**src/rtl/pll_lock_sequencer.sv**
```systemverilog
// Reset/lock sequencer for the UART loopback PLL, clocked by the PLL reference clock.
// Optional feature: define PLL_SEQ_AUTO_RELOCK_EN to re-run the sequence after a lock loss instead of faulting.
module pll_lock_sequencer #(
   parameter int unsigned RST_HOLD_CYC     = 250,
   parameter int unsigned LOCK_TIMEOUT_CYC = 25000,
   parameter int unsigned LOCK_STABLE_CYC  = 1024,
   parameter int unsigned MAX_RETRY        = 3
) (
   input  logic       refclk,
   input  logic       reset,
   input  logic       pll_extlock,
   input  logic       restart,
   output logic       pll_reset,
   output logic       sys_rst,
   output logic       locked,
   output logic       fault,
   output logic [3:0] retry_cnt,
   output logic [7:0] loss_cnt
);

   typedef enum logic [2:0] {
      RST_PLL,
      WAIT_LOCK,
      STABLE,
      RUN,
      FAULT
   } state_t;

   localparam logic [23:0] HOLD_LAST    = 24'(RST_HOLD_CYC - 1);
   localparam logic [23:0] TIMEOUT_LAST = 24'(LOCK_TIMEOUT_CYC - 1);
   localparam logic [23:0] STABLE_LAST  = 24'(LOCK_STABLE_CYC - 1);
   localparam logic [3:0]  RETRY_LIMIT  = 4'(MAX_RETRY);

   state_t      state, state_next;
   logic [23:0] cnt, cnt_next;
   logic [3:0]  retry_next;
   logic [7:0]  loss_next;
   logic        sync_meta, lock_s;

   // pll_extlock comes from the PLL's own clocking, so it is resynchronized before use.
   always_ff @(posedge refclk or posedge reset) begin
      if (reset) begin
         sync_meta <= 1'b0;
         lock_s    <= 1'b0;
      end else begin
         // NOTE: non-blocking assignments make both flops sample the old values, forming a true 2-stage chain.
         sync_meta <= pll_extlock;
         lock_s    <= sync_meta;
      end
   end

   always_comb begin
      // NOTE: every signal gets a default first so no path through the case infers a latch.
      state_next = state;
      retry_next = retry_cnt;
      loss_next  = loss_cnt;
      if (restart) begin
         state_next = RST_PLL;
         retry_next = 4'd0;
      end else begin
         case (state)
            RST_PLL: begin
               if (cnt == HOLD_LAST) state_next = WAIT_LOCK;
            end
            WAIT_LOCK: begin
               if (lock_s) begin
                  state_next = STABLE;
               end else if (cnt == TIMEOUT_LAST) begin
                  if (retry_cnt == RETRY_LIMIT) begin
                     state_next = FAULT;
                  end else begin
                     retry_next = retry_cnt + 4'd1;
                     state_next = RST_PLL;
                  end
               end
            end
            STABLE: begin
               if (!lock_s)                 state_next = WAIT_LOCK;
               else if (cnt == STABLE_LAST) state_next = RUN;
            end
            RUN: begin
               if (!lock_s) begin
                  if (loss_cnt != 8'hFF) loss_next = loss_cnt + 8'd1;
`ifdef PLL_SEQ_AUTO_RELOCK_EN
                  state_next = RST_PLL;
                  retry_next = 4'd0;
`else
                  state_next = FAULT;
`endif
               end
            end
            FAULT:   state_next = FAULT;
            default: state_next = RST_PLL;
         endcase
      end
      // A restart re-enters RST_PLL from RST_PLL too, so it must clear the counter explicitly.
      cnt_next = (restart || (state_next != state)) ? 24'd0 : cnt + 24'd1;
   end

   // Outputs are decoded from the next state so they move on the same edge as the transition.
   always_ff @(posedge refclk or posedge reset) begin
      if (reset) begin
         state     <= RST_PLL;
         cnt       <= 24'd0;
         retry_cnt <= 4'd0;
         loss_cnt  <= 8'd0;
         pll_reset <= 1'b1;
         sys_rst   <= 1'b1;
         locked    <= 1'b0;
         fault     <= 1'b0;
      end else begin
         state     <= state_next;
         cnt       <= cnt_next;
         retry_cnt <= retry_next;
         loss_cnt  <= loss_next;
         pll_reset <= (state_next == RST_PLL) || (state_next == FAULT);
         sys_rst   <= (state_next != RUN);
         locked    <= (state_next == RUN);
         fault     <= (state_next == FAULT);
      end
   end

endmodule
```
**config.mk**
```make
export PLATFORM = sky130hd
export DESIGN_NAME = pll_lock_sequencer
export DESIGN_NICKNAME = d
export VERILOG_FILES = /design/src/rtl/pll_lock_sequencer.sv
export SDC_FILE = /design/constraint.sdc
export NUM_CORES = 1
export LEC_CHECK = 0
export BUFFER_PORTS_ARGS = -buffer_cell sky130_fd_sc_hd__buf_2
export CAP_MARGIN = 20
export CORE_MARGIN = 2
export CORE_UTILIZATION = 45
export CTS_CLUSTER_SIZE = 14
export DETAILED_ROUTE_END_ITERATION = 6
export GPL_ROUTABILITY_DRIVEN = 0
export PLACE_DENSITY = 0.73
export SLEW_MARGIN = 40
export SYNTH_ARGS = -nofsm -noshare
export SYNTH_HDL_FRONTEND = slang
export SYNTH_SLANG_ARGS = --single-unit
```
**constraint.sdc**
```tcl
create_clock -name refclk -period 2.55 [get_ports refclk]
set_input_delay 0.255 -clock refclk [delete_from_list [all_inputs] [get_ports refclk]]
set_output_delay 0.255 -clock refclk [all_outputs]
set_load 0.01 [all_outputs]
```
==> impl_metrics.ini <==
[setup_path]
timing.critical_path.buf_inv = 0
path_cells = or4_4 > nor3_4 > nand3_2 > or4_1 > a21oi_1
required_ns = 2.79
cp.depth = 5
reg2reg_depth = 5
crit_family = simple AND/OR/NAND/NOR gates
critPathLaunchType = flop
cp_max_fo = 6
critPathArrivalTime_ns = 2.47
max_stage_delay_ns = 0.58
cp_slowest_cell = or4_4
end_kind = flop
crit_type = reg -> reg

[logic_synthesis]
synth_top_cell_by_area = dfrtp_1
synthArstFlopShare_pct = 100.0
ys_types = 48
syn_inst = 246
seq_area_frac_synth_pct = 46.09
ys.flop_type = dfrtp_1
synth-seq-cells = 45
synth_fp_nets = 254
synthTopCellsByArea = dfrtp_1 44%, xnor2_1 6.4%, xor2_1 4.3%
syn_area_um2 = 2449
synth_top_area_share_pct = 43.94
yosysWarningCount = 0
syn_area_per_cell_um2 = 9.954
synth-edff-count = 0

[clock_network]
cts_buffer_depth = 2
htreeDepth = 2
cts_made_buffers = 5
clock_latency_ns = 0.31
cts_sinks = 45
clkTransAtPathRegs_ns = 0.09
cts_setup_buffers = 0
cts_tree = yes
root_buffer = clkbuf_8

[sta]
setup_viol = 0
setup_ws_ns = 0.3212
period_needed_ns = 2.229
rsz0062_at_grt = no
slew_viol_final = 0
timing.slew.headroom_pct = 61.36
setup_tns_ns = 0
timing.fmax_ghz = 0.4487
fin_crit_sh_pct = 87.41
tightestPinTransition_ns = 0.5715
hold_viol_final = 0
finClkSkew_ns = 0.008561

[drt]
drtIter0Drc = 80
wirelength_um = 5020
antenna_left = 0
vias = 1917
drtPass1Iterations = 4
routedWlPerCell_um = 14.81
drc = 0
vias_per_cell = 5.655

[layout]
layout.cells.most_common = dfrtp_1
multi_input_comb_area_um2 = 1242
fillers = 472
drive_gt1_share_pct = 18.22
area_growth_pct = 11.45
final_cell_mix = 43 x dfrtp_1, 22 x nor2_1, 19 x buf_2
num_antenna_cells = 0
finalNetCount = 276
regArea_um2 = 1129

[place]
dp_hpwl_um = 3522
pre_cts_slack_ns = 0.2255
port_buffers = 19

[floorplanning]
start_util_pct = 47.34
die-area_um2 = 6047
die_h_um = 77.77
fp.dieW_um = 77.77
io_pins = 20
rows = 26
coreArea_um2 = 5172

[flow_run]
cap_violations = 0

[worst_hold_path]
hold_class = in -> reg
whs_path_depth = 1

[power]
vdd_drop_max_v = 0.0003083
power_leakage_nw = 1.161
cellPowerDensity_nw_per_um2 = 460.3

[run_status]
status = finished, final reports clean

[grt]
antenna_found_initial = 0
grt_pass1_vias = 1944
grtUsageTotal_pct = 18.71
grt_max_degree = 46
grt_pass1_wl_um = 8963
gr-total-overflow = 0
[metal layers]
layer | GRT usage (%) | up-vias | wire length [um]
met3 | 4.070 | 8 | 253
met2 | 30.52 | 47 | 2377
li1 | - | 938 | -
met1 | 23.40 | 924 | 2295
met5 | 0 | - | 0
met4 | 9.286 | 0 | 93
[timing repair]
item	in CTS	in global routing
endpoints found under the setup margin	0	1
resized for setup	0	1
hold buffers	0	0
[through the flow]
stage                     hold WS, ns  cells  cell area, um2  power, mW  utilization [%]
after floorplan                0.2864    246            2449     0.7716                -
after global placement         0.3335    331            2626     0.7873            50.77
after detailed placement       0.3403    331            2626     0.7887            50.77
after CTS                     0.03663    339            2726      1.275            52.71
after global routing          0.03102    339            2729      1.310            52.76
final                         0.04645    339            2729      1.256            52.76
[final cells by class]
cell class | count | area share [%]
Clock inverter | 2 | 0.6419
Timing Repair Buffer | 25 | 5.135
Inverter | 8 | 1.100
Clock buffer | 6 | 3.026
Multi-Input combinational cell | 183 | 45.53
Tap cell | 70 | 3.210
Sequential cell | 45 | 41.36
[report_power, final]
group / internal, mW / total, mW / leakage, nW / switching, mW
Combinational: 0.0166 / 0.0476 / 0.494 / 0.0310
Clock: 0.225 / 0.483 / 0.0518 / 0.258
Sequential: 0.718 / 0.726 / 0.615 / 0.00722
[cell usage after synthesis (all sizes together), types with 3 or more instances]
master,number
clkbuf,3
ha,4
nand2b,4
nand2,12
a21oi,7
a2111oi,6
nand3,19
and2,3
nor2b,3
xor2,12
nand3b,9
nor4,3
nor3,11
nor2,22
o22ai,6
inv,8
dfrtp,43
xnor2,18
o21ai,4
nand4,11
and4,4
or4,4
buf,6
[worst reg2reg max path: stages (launching register included)]
cell and delay, ns:
dfrtp_1 0.45, or4_4 0.58, nor3_4 0.33, nand3_2 0.16, or4_1 0.50, a21oi_1 0.15
[registers in the layout (all words and copies together) (netlist names)]
name / count
cnt: 24
fault: 1
lock_s: 1
locked: 1
loss_cnt: 8
pll_reset: 1
retry_cnt: 4
state: 3
sync_meta: 1
sys_rst: 1
[cell families (layout without fill, tap and decap cells)]
kind of cell    Yosys count  after routing  share of synthesized area, %
mux                       3              3                         1.329
simple gates            114            114                         27.39
compound gates           32             32                         9.147
flops                    45             45                         46.09
buf+inv                  18             41                         3.270
xor+xnor                 30             30                         10.73
fa+ha+maj                 4              4                         2.044
[worst paths after layout]
path / slack (ns) / to / startpoint
hold reg to reg: 0.36 / lock_s / sync_meta
min in group asynchronous: 0.07 / loss_cnt[1] / reset
hold / removal: 0.05 / sync_meta / pll_extlock
max in group asynchronous: 2.09 / cnt[12] / reset
setup / recovery: 0.32 / retry_cnt[2] / cnt[16]
setup reg to reg: 0.32 / retry_cnt[2] / cnt[16]
(Power assumes the default switching activity.)
